<file path="config.mk">
export PLATFORM = sky130hd
export DESIGN_NAME = sdm_test_source
export DESIGN_NICKNAME = d
export VERILOG_FILES = /design/src/rtl/sdm_test_source.sv
export SDC_FILE = /design/constraint.sdc
export NUM_CORES = 1
export LEC_CHECK = 0
export ABC_AREA = 1
export BUFFER_PORTS_ARGS = -buffer_cell sky130_fd_sc_hd__buf_2
export CAP_MARGIN = 20
export CORE_MARGIN = 3
export CORE_UTILIZATION = 62
export CTS_BUF_LIST = sky130_fd_sc_hd__clkbuf_8
export DETAILED_ROUTE_END_ITERATION = 6
export GPL_TIMING_DRIVEN = 0
export PLACE_DENSITY = 0.83
export SETUP_SLACK_MARGIN = 0.15
export SLEW_MARGIN = 10
export SYNTH_ARGS = -nofsm -noshare
export SYNTH_HDL_FRONTEND = slang
export SYNTH_SLANG_ARGS = --single-unit
</file>
<file path="constraint.sdc">
create_clock -name clk -period 3.6 [get_ports clk]
set_input_delay 0.18 -clock clk [delete_from_list [all_inputs] [get_ports clk]]
set_output_delay 0.18 -clock clk [all_outputs]
set_load 0.02 [all_outputs]
</file>
<file path="src/rtl/sdm_test_source.sv">
// sdm_test_source
// ---------------------------------------------------------------------------
// Second-order error-feedback delta-sigma modulator. It turns a 12-bit
// unsigned DC code into a 1-bit stream for feeding digital_filter.data_in.
// The noise transfer function is (1 - z^-1)^2. A new code is taken only on
// frame boundaries (FRAME_LEN enabled samples), so every bit of a frame is
// modulated from a single code.
//
// Parameters:
//   FRAME_LEN    enabled samples per frame; power of two, 2..4096
//
// Ports:
//   clk          system clock (shared with digital_filter)
//   rst          asynchronous active-high reset
//   en           sample enable; when low all state holds
//   code_in      unsigned DC code, sampled only when cnt == 0
//   bit_out      registered modulator bit
//   frame_start  registered one-cycle flag on the first bit of a frame
//   code_q       code currently being modulated
//
// Optional feature:
//   SDM_DITHER_EN  when defined, a 16-bit Fibonacci LFSR (x^16+x^14+x^13+x^11+1,
//                  seed 16'hACE1) adds its bit 0 to the loop sum. This breaks up
//                  idle tones. When undefined, the output is fully deterministic
//                  from reset.
// ---------------------------------------------------------------------------
module sdm_test_source #(
    parameter int FRAME_LEN = 512
) (
    input  logic        clk,
    input  logic        rst,
    input  logic        en,
    input  logic [11:0] code_in,
    output logic        bit_out,
    output logic        frame_start,
    output logic [11:0] code_q
);

    localparam int CW = $clog2(FRAME_LEN);

    logic [CW-1:0]       cnt;
    logic signed [12:0]  u;       // code_q - 2048
    logic signed [12:0]  e1, e2;  // quantisation error history

    logic signed [14:0]  u_x, e1_x, e2_x;
    logic signed [14:0]  w;
    logic signed [12:0]  ws;
    logic signed [12:0]  q;
    logic signed [12:0]  e;
    logic                y;

`ifdef SDM_DITHER_EN
    logic [15:0] lfsr;
    logic        lfsr_fb;
    assign lfsr_fb = lfsr[0] ^ lfsr[2] ^ lfsr[3] ^ lfsr[5];
`endif

    // Loop sum, saturation and 1-bit quantiser
    always_comb begin
        u_x  = {{2{u[12]}},  u};
        e1_x = {{2{e1[12]}}, e1};
        e2_x = {{2{e2[12]}}, e2};
`ifdef SDM_DITHER_EN
        w = u_x - (e1_x <<< 1) + e2_x + $signed({14'd0, lfsr[0]});
`else
        w = u_x - (e1_x <<< 1) + e2_x;
`endif
        // The saturated value fits 13 bits. Its sign bit is then the quantiser decision.
        if (w > 15'sd4095)
            ws = 13'sd4095;
        else if (w < -15'sd4096)
            ws = -13'sd4096;
        else
            ws = w[12:0];
        y = ~ws[12];
        q = y ? 13'sd2048 : -13'sd2048;
        // ws in [-4096,4095] and q = +/-2048, so e in [-2048,2047] never wraps.
        e = ws - q;
    end

    always_ff @(posedge clk or posedge rst) begin
        if (rst) begin
            cnt         <= '0;
            u           <= -13'sd2048;
            e1          <= '0;
            e2          <= '0;
            bit_out     <= 1'b0;
            frame_start <= 1'b0;
            code_q      <= '0;
        end else if (en) begin
            e2          <= e1;
            e1          <= e;
            bit_out     <= y;
            cnt         <= cnt + CW'(1);
            // The bit computed on this cycle still uses the old u. The new code
            // therefore shows up first on the cnt==1 bit, which is the one flagged by frame_start.
            if (cnt == '0) begin
                code_q <= code_in;
                u      <= $signed({1'b0, code_in}) - 13'sd2048;
            end
            frame_start <= (cnt == CW'(1));
        end else begin
            frame_start <= 1'b0;
        end
    end

`ifdef SDM_DITHER_EN
    always_ff @(posedge clk or posedge rst) begin
        if (rst)
            lfsr <= 16'hACE1;
        else if (en)
            lfsr <= {lfsr_fb, lfsr[15:1]};
    end
`endif

endmodule

</file>
**Word-level counts from Yosys, hierarchy flattened**

Index checks and enable logic that the tools add are counted.

- Add/subtract/negate cells: 5
- Magnitude comparators: 2
- Equal/unequal tests: 1
- Mux-type cells: 4
- Bitwise operators: 1
- Reduce and logical (&&, ||, !) cells: 2

Operators by type and width:

| cell | number |
|---|---|
| 13-bit two-way mux | 3 |
| 15-bit by 13-bit adder with 15-bit output | 1 |
| 15-bit by 13-bit > comparator with 1-bit output, second input constant | 1 |
| 15-bit by 13-bit less-than comparator with 1-bit output, second input constant | 1 |
| 13-bit by 14-bit subtractor with 15-bit output | 1 |
| 12-bit by 12-bit subtractor with 13-bit output, second input constant | 1 |
| 13-bit subtractor | 1 |
| 9-bit by 1-bit adder with 9-bit output, second input constant | 1 |
| 9-bit by 1-bit == test with 1-bit output, second input constant | 1 |
| 9-bit logical NOT | 1 |
| 2-bit AND reduction | 1 |
| 1-bit two-way mux | 1 |
| 1-bit NOT | 1 |

- Bits in registers: 62
- Bits of input ports: 15
- Output and inout port bits: 14
- Word-level logic and storage cells: 22

**Longest topological paths before layout**

Gate-level depths: netlist of run 1.

- Depth in word-level cells: 7
- Gate-level depth with buffers: 18
- Gate-level depth less buffers: 17

**Least setup slack after synthesis of run 1**

Ideal clock, no wire load.

- Kind: register to register
- From: register u[11]
- To: register e1[10]
- Setup time: 0.132 ns
- Arrival: 2.521 ns
- Data required time: 3.468 ns
- Path slack: 0.947 ns
- Cell stages (with the launch flop): 15
- Path buffers: 0
- Period minus slack after synthesis: 2.653 ns
- Cell sequence: dfstp_2 -> inv_1 -> fa_1 -> inv_1 -> ha_1 -> nand2_1 -> inv_1 -> nand2_1 -> inv_1 -> a21oi_1 -> nand3_1 -> nand2_1 -> nand2_2 -> a21oi_4 -> a21oi_1

- Word-level cells in the longest chain between the ends: 6
- Elaborated cells on any way between the ends: 7
- Classes of those cells: add/sub (3); order compare (2); mux (2)

RTL lines:

| element | line | source |
|---|---|---|
| start: declaration | 42 | `logic signed [12:0] u;` |
| start signal: assignment | 84 | `u <= -13'sd2048;` |
| start signal: assignment | 99 | `u <= $signed({1'b0, code_in}) - 13'sd2048;` |
| 13-bit by 14-bit subtractor with 15-bit output * | 66 | `w = u_x - (e1_x <<< 1) + e2_x;` |
| 15-bit by 13-bit adder with 15-bit output * | 66 |  |
| 15-bit by 13-bit less-than comparator with 1-bit output | 71 | `else if (w < -15'sd4096)` |
| 13-bit two-way mux | 71 |  |
| 13-bit two-way mux * | 69 | `if (w > 15'sd4095)` |
| 13-bit subtractor * | 78 | `e = ws - q;` |
| end signal: assignment | 85 | `e1 <= '0;` |
| end signal: assignment | 92 | `e1 <= e;` |
| end: declaration | 43 | `logic signed [12:0] e1, e2;` |

Mark *: on every way between the ends. The rest lies on a longest branch, timed or not.
A chain may end at the register's enable or synchronous reset.

**Worst setup path in the final report of run 1**

Same ends and word-level chain as after synthesis.

==> results of run 1 <==
## stage by stage
step	setup slack, ns	utilization (%)
6_report	0.523	73.6
5_1_grt	0.236	73.6
4_1_cts	0.503	73.6
3_5_place_dp	0.536	71.0
3_3_place_gp	0.606	70.6
2_1_floorplan	0.947	-
## sequential cells by signal, summed over array words and instances, names as in the netlist
name and cells:
e2 12, cnt 9, frame_start 1, bit_out 1, u 1, e1 12, code_q 12
## logic make-up (layout without fill, tap and decap cells)
logic type	after synthesis	after routing	synth area share, %
adders and majority gates	29	29	14.1
buffers and inverters	99	136	13.2
xor gates and xnor gates	18	18	4.92
DFF	48	48	37.5
AOI/OAI and AO/OA	51	51	8.70
and+or+nand+nor	166	166	21.5
## layout by cell type (no fill, tap or decap)
cell / instances
a21boi_0: 1
o21ai_0: 26
bufinv_16: 1
nand3_1: 16
nand2_1: 111
buf_12: 1
buf_6: 1
nand3_2: 1
a31oi_1: 1
a21oi_1: 19
buf_1: 1
clkbuf_8: 5
clkbuf_1: 3
inv_1: 77
and3_1: 1
buf_2: 30
nor3b_1: 1
o21bai_1: 2
nor3_1: 3
nor3_2: 1
nand4_1: 4
nor2_1: 23
a21oi_4: 1
dfrtp_1: 47
o21ai_2: 1
dlygate4sd3_1: 1
dfstp_2: 1
inv_6: 1
xor2_1: 14
nand3b_1: 1
ha_1: 17
nand2_2: 3
buf_4: 11
xnor2_1: 4
or2_2: 1
fa_1: 12
inv_2: 3
clkinvlp_4: 1
## cell type report
type | count | area [µm²]
Timing Repair Buffer | 29 | 165
Inverter | 80 | 300
Clock buffer | 5 | 68.8
Sequential cell | 48 | 1200
Multi-Input combinational cell | 264 | 1580
Fill cell | 407 | 1280
Clock inverter | 3 | 46.3
Buffer | 19 | 124
Tap cell | 67 | 83.8
## what timing repair did
action,CTS,global route
endpoints found under the hold margin,23,0
endpoints found under the setup margin,0,0
hold buffers,1,0
## layer usage
metal  up-vias  routed length (µm)  global-route usage [%]
met5         -                   0                       0
met4         0                 124                    7.69
met3        13                 364                    4.06
met2        57                2980                    39.5
met1      1170                2890                    31.8
li1       1311                   -                       -
## path summary, 6_finish.rpt
check / start / endpoint / slack (ns) / cells past startpoint
min reg2reg: cnt[6]$_DFFE_PP0P_ / cnt[6]$_DFFE_PP0P_ / 0.50 / 1
min in group asynchronous: rst / code_q[5]$_DFFE_PP0P_ / 0.47 / 3
min: code_in[1] / code_q[1]$_DFFE_PP0P_ / 0.06 / 3
max: u[11]$_DFFE_PP1P_ / e1[10]$_DFFE_PP0P_ / 0.52 / 14
max in group asynchronous: rst / u[11]$_DFFE_PP1P_ / 2.54 / 4
max reg2reg: u[11]$_DFFE_PP1P_ / e1[10]$_DFFE_PP0P_ / 0.52 / 14
## critical path: stages, from the launching register on
cell,delay [ns]
dfstp_2,0.56
inv_1,0.07
fa_1,0.58
inv_1,0.07
ha_1,0.39
nand2_1,0.10
inv_1,0.05
nand2_1,0.08
inv_1,0.05
a21oi_1,0.26
nand3_1,0.13
nand2_1,0.10
nand2_2,0.08
a21oi_4,0.31
a21oi_1,0.12
==> results.yml, run 1 <==
status:
  status: "completed"
routing:
  routed_via_density: 4.95
  wl_per_cell_um: 12.3
  drt_wl_total_mm: 6.36
  drt_iter0_markers: 127
  post-route-drc-count: 0
  vias: 2551
  ant_nets: 0
  drt-pass1-iter-count: 4
yosys:
  synth_nets: 455
  synth_edf_count: 0
  synth_cells: 411
  synthFlopType: "dfrtp_1"
  async_flop_share_pct: 100
  synth_top_area_share_pct: 36.7
  ys_seq_area_share_pct: 37.5
  synthTopCellsByArea: "dfrtp_1 37%, nand2_1 13%, inv_1 9.1%, fa_1 7.5%, ha_1 6.6%"
  yosys_register_bits: 48
  synth.distinct_cells: 32
  synth_most_common_cell: "nand2_1"
  synth.cell_area_um2: 3210
  synth_top_area_cell: "dfrtp_1"
  synthTopCellsByCount: "111 x nand2_1, 78 x inv_1, 47 x dfrtp_1, 26 x o21ai_0, 23 x nor2_1"
  syn_area_per_cell_um2: 7.80
  ys.warnings.count: 0
timing:
  relSlewSlack_pct: 60.3
  fin_crit_ns: 3.08
  fin_hold_ws_ns: 0.0624
  fmax_mhz: 325
  slew_violations: 0
  grt_setup_unrepaired: "false"
  worstMarginPinSlew_ns: 0.595
  fin_tns_setup_ns: 0
  hold_viol: 0
  clock_skew_ns: 0.00358
  setup_violations: 0
  fin_crit_sh_pct: 85.5
global_route:
  antenna_found_initial: 0
  grt_usage_pct: 23.8
  grt_pass1_vias: 2645
  grt_start_max_net_pins: 26
  overflow: 0
  grt_pass1_wl_mm: 11.5
final_layout:
  syn_to_final_growth_pct: 11.4
  num_antenna_cells: 0
  nets: 491
  final_cell_area_um2: 3570
  drive_above_1_share_pct: 14.1
  layout.cells.non_filler: 515
clock_network:
  post_cts_buffers: 0
  clk_latency_ns: 0.30
  clock_sinks: 48
  cts-buffers-inserted: 5
  clk_pin_slew_worst_paths_ns: 0.09
  root_buffer: "clkbuf_8"
  htree_levels: 2
  cts_tree: "yes"
  clock_tree.buffer_depth: 2
  post_cts_resized: 0
placement:
  place_hpwl_mm: 4.90
  gp_congestion: 0.937
  dp.cells: 506
  dpl_cell_area_um2: 3440
  portBuffers: 27
floorplanning:
  die_h_um: 77.9
  ios: 29
  initial_utilization_pct: 66.1
  die_x_um: 77.9
  core-area_um2: 4850
  num_rows: 25
  die_area_um2: 6070
worst_setup_path:
  cp.arrival_ns: 3.26
  crit_fanout: 10
  cp-start-kind: "flop"
  criticalPathCategory: "reg2reg"
  worstPathRequired_ns: 3.78
  cp-end-kind: "flop"
job:
  max_cap_viol_count: 0
min_path:
  min_path_type: "in2reg"
Power of run 1 is not shown: default switching activity piles up to over one toggle a cycle in this logic, so the estimate is an artifact.
==> inputs of run 2 (changes only) <==
--- a/config.mk
+++ b/config.mk
@@ -13,6 +13,7 @@
 export CTS_BUF_LIST = sky130_fd_sc_hd__clkbuf_8
 export DETAILED_ROUTE_END_ITERATION = 6
 export GPL_TIMING_DRIVEN = 0
+export MAX_ROUTING_LAYER = met4
 export PLACE_DENSITY = 0.83
 export SETUP_SLACK_MARGIN = 0.15
 export SLEW_MARGIN = 10
==> results.yml, run 2 (synthesis gave the netlist of run 1 again) <==
worst_setup_path:
  reg2reg_slack_ns: 0.52
  cp-start-kind: "flop"
  cpMaxStageDelayCell: "fa_1"
  reg2reg_depth: 14
  cp-end-kind: "flop"
  crit_fanout: 10
  path_cells: "inv_1 -> fa_1 -> inv_1 -> ha_1 -> nand2_1 -> inv_1 -> nand2_1 -> inv_1 -> a21oi_1 -> nand3_1 -> nand2_1 -> nand2_2 -> a21oi_4 -> a21oi_1"
  cpPeakStageDelay_ns: 0.59
  criticalPathCategory: "reg2reg"
  critical_path_buf_inv_count: 4
  worstPathRequired_ns: 3.77
  crit_cells: 14
  crit_family: "adder cells"
  crit_top_cell: "inv_1"
  cp.arrival_ns: 3.25
global_route:
  grt_pass1_wl_mm: 11.7
  antenna_found_initial: 0
  grt_start_max_net_pins: 27
  overflow: 0
  grt_pass1_vias: 2526
  grt_usage_pct: 25.1
floorplanning:
  core-area_um2: 4850
  num_rows: 25
  ios: 29
  initial_utilization_pct: 66.1
  die_area_um2: 6070
  die_h_um: 77.9
  die_x_um: 77.9
job:
  max_cap_viol_count: 0
clock_network:
  clock_tree.buffer_depth: 2
  clk_latency_ns: 0.31
  clock_sinks: 48
  htree_levels: 2
  root_buffer: "clkbuf_8"
  cts_tree: "yes"
  cts-buffers-inserted: 5
  post_cts_resized: 0
  clk_pin_slew_worst_paths_ns: 0.09
  post_cts_buffers: 0
final_layout:
  nFillCells: 388
  top_regs: "code_q (12), e1 (12), e2 (12)"
  final_common_cell: "nand2_1"
  multi_input_area_um2: 1580
  regArea_um2: 1200
  nets: 491
  num_antenna_cells: 0
  final_cell_area_um2: 3580
  final_cell_mix: "111 x nand2_1, 77 x inv_1, 47 x dfrtp_1, 30 x buf_2, 26 x o21ai_0"
  drive_above_1_share_pct: 13.9
  syn_to_final_growth_pct: 11.8
timing:
  hold_viol: 0
  clock_skew_ns: 0.00807
  grt_setup_unrepaired: "false"
  fin_tns_setup_ns: 0
  worstMarginPinSlew_ns: 0.609
  fmax_mhz: 325
  fin_crit_sh_pct: 85.6
  relSlewSlack_pct: 59.4
  slew_violations: 0
  fin_crit_ns: 3.08
  setup_violations: 0
placement:
  place_hpwl_mm: 4.97
  dpl_cell_area_um2: 3440
  gp_congestion: 0.957
  portBuffers: 27
min_path:
  min_path_type: "in2reg"
  hold_depth: 3
routing:
  drt_iter0_markers: 132
  routed_via_density: 4.95
  drt-pass1-iter-count: 4
  vias: 2542
  drt_wl_total_mm: 6.60
  ant_nets: 0
  post-route-drc-count: 0
  wl_per_cell_um: 12.8
status:
  status: "completed"
-- run 2: cell count changes in the layout (fill, tap and decap cells not counted), sizes merged --
cell | previous run | this run
inv | 81 | 80
bufinv | 1 | 2
clkinvlp | 1 | 0
-- run 2: metal layers --
metal | GRT usage, % | up-vias | wire length (µm)
li1 | - | 1309 | -
met1 | 32.9 | 1179 | 3140
met5 | - | - | 0
met3 | 4.87 | 7 | 286
met4 | 6.82 | 0 | 97
met2 | 40.2 | 47 | 3080
-- run 2: worst min-delay path, stage by stage --
cell,delay (ns)
buf_2,0.07
nand2_1,0.04
nand2_1,0.05
-- run 2: worst paths after layout --
kind / from / to
max in group asynchronous: rst / u[11]$_DFFE_PP1P_
hold reg to reg: bit_out$_DFFE_PP0P_ / bit_out$_DFFE_PP0P_
setup / recovery: u[11]$_DFFE_PP1P_ / e1[9]$_DFFE_PP0P_
setup reg to reg: u[11]$_DFFE_PP1P_ / e1[9]$_DFFE_PP0P_
min in group asynchronous: rst / e2[5]$_DFFE_PP0P_
hold / removal: code_in[2] / code_q[2]$_DFFE_PP0P_
-- run 2: repair_timing --
| action | in CTS | in global routing |
|---|---|---|
| setup endpoints to repair | 0 | 0 |
| endpoints found under the hold margin | 22 | 0 |
| hold buffers | 1 | 0 |
-- run 2: per-stage QoR --
step                hold WS (ns)  setup WS, ns  util (%)  instances
floorplan                  0.290         0.947         -        411
global placement           0.372         0.592      70.6        505
detailed placement         0.251         0.538      71.0        506
CTS                       0.0641         0.518      73.9        514
global route              0.0685         0.241      73.9        514
finish                    0.0610         0.520      73.9        514
-- run 2: layout make-up --
cell class / instances / share of cell area, %
Buffer: 19 / 3.46
Clock buffer: 5 / 1.92
Clock inverter: 2 / 1.68
Inverter: 80 / 8.38
Multi-Input combinational cell: 264 / 44.1
Sequential cell: 48 / 33.6
Tap cell: 67 / 2.34
Timing Repair Buffer: 29 / 4.61
Power of run 2 is left out for the same reason.
==> inputs of run 3 (changes only) <==
==> constraint.sdc (replaced) <==
create_clock -name clk -period 3.6 [get_ports clk]
set_input_delay 0.72 -clock clk [delete_from_list [all_inputs] [get_ports clk]]
set_output_delay 0.72 -clock clk [all_outputs]
set_load 0.02 [all_outputs]
==> results.yml, run 3 (synthesis gave the netlist of run 1 again) <==
global_route:
  grt_pass1_wl_mm: 11.6
  grt_pass1_vias: 2519
  overflow: 0
  grt.busiest_layer: "met2"
  grt_use_met3_pct: 4.76
  grt_usage_pct: 25.0
  antenna_found_initial: 0
  globalRouteMet1Util_pct: 32.9
  grt_start_max_net_pins: 27
  grtUsageMet2_pct: 40.0
routing:
  drt_wl_total_mm: 6.57
  drt_iter0_markers: 150
  wl_per_cell_um: 12.8
  vias: 2544
  routed_via_density: 4.96
  ant_nets: 0
  drt-pass1-iter-count: 4
  post-route-drc-count: 0
final_layout:
  utilization_pct: 73.7
  final_cell_mix: "111 x nand2_1, 77 x inv_1, 47 x dfrtp_1, 30 x buf_2, 26 x o21ai_0"
  drive_above_1_share_pct: 13.9
  nets: 490
  top_regs: "code_q (12), e1 (12), e2 (12)"
  final_common_cell: "nand2_1"
  num_antenna_cells: 0
  syn_to_final_growth_pct: 11.5
timing:
  fmax_mhz: 325
  fin_tns_setup_ns: 0
  setup_violations: 0
  fin_crit_sh_pct: 85.4
  hold_viol: 0
  fin_hold_ws_ns: 0.441
  relSlewSlack_pct: 59.8
  fin_crit_ns: 3.08
  clock_skew_ns: 0.00608
  slew_violations: 0
  worstMarginPinSlew_ns: 0.603
  grt_setup_unrepaired: "false"
worst_setup_path:
  reg2reg_depth: 14
  crit_start: "u[11]$_DFFE_PP1P_"
  crit_fanout: 10
  reg2reg_to: "e1[9]$_DFFE_PP0P_"
  cp-start-kind: "flop"
  reg2reg_slack_ns: 0.52
  cp-end-kind: "flop"
  cp.arrival_ns: 3.25
  criticalPathCategory: "reg2reg"
  r2r-start: "u[11]$_DFFE_PP1P_"
  worstPathRequired_ns: 3.77
floorplanning:
  core-area_um2: 4850
  num_rows: 25
  die_x_um: 77.9
  initial_utilization_pct: 66.1
  die_area_um2: 6070
  die_h_um: 77.9
  ios: 29
clock_network:
  clk_latency_ns: 0.31
  clock_sinks: 48
  clock_tree.buffer_depth: 2
  post_cts_buffers: 0
  root_buffer: "clkbuf_8"
  cts-buffers-inserted: 5
  clk_pin_slew_worst_paths_ns: 0.09
  cts_hold_repair.buffers: 0
  htree_levels: 2
  post_cts_resized: 0
  cts_tree: "yes"
job:
  max_cap_viol_count: 0
min_path:
  min_path_type: "in2async"
placement:
  gp_congestion: 0.957
  place_hpwl_mm: 4.97
  portBuffers: 27
status:
  status: "completed"
## run 3: changes by cell type in the layout (fill, tap and decap cells not counted)
cell	delta
dlygate4sd3_1	-1
## run 3: worst max-delay path by stage
stage | slack, ns | cells past startpoint | end
finish | 0.52 | 14 | e1[9]$_DFFE_PP0P_
global route | 0.24 | 14 | e1[9]$_DFFE_PP0P_
CTS | 0.52 | 14 | e1[9]$_DFFE_PP0P_
global placement | 0.59 | 14 | e1[10]$_DFFE_PP0P_
floorplan | 0.95 | 14 | e1[10]$_DFFE_PP0P_
detailed placement | 0.54 | 14 | e1[9]$_DFFE_PP0P_
## run 3: layout make-up
class / instances / area (µm²)
clock buffer: 5 / 68.8
tap: 67 / 83.8
timing repair buffer: 28 / 155
fill: 389 / 1270
sequential: 48 / 1200
inverter: 80 / 300
buffer: 19 / 124
multi-input combinational: 264 / 1580
clock inverter: 2 / 60.1
## run 3: worst max-delay path, cell delays in order (launching register included)
cell and delay [ns]:
dfstp_2 0.55, inv_1 0.07, fa_1 0.59, inv_1 0.07, ha_1 0.39, nand2_1 0.10, inv_1 0.05, nand2_1 0.09
inv_1 0.05, a21oi_1 0.26, nand3_1 0.10, nand2_1 0.09, nand2_2 0.08, a21oi_4 0.32, a21oi_1 0.13
## run 3: metrics by stage
step                      setup slack [ns]  area (µm²)  instances
after floorplan                      0.947        3210        411
after global placement               0.592        3420        505
after detailed placement             0.538        3440        506
after CTS                            0.518        3570        513
after global routing                 0.241        3570        513
final                                0.524        3570        513
## run 3: metal layers
layer	up-vias	share of wire, %
met1	1178	47
met5	-	0
met2	51	47
li1	1308	-
met4	0	1.5
met3	7	5.1
Power of run 3 is left out for the same reason.
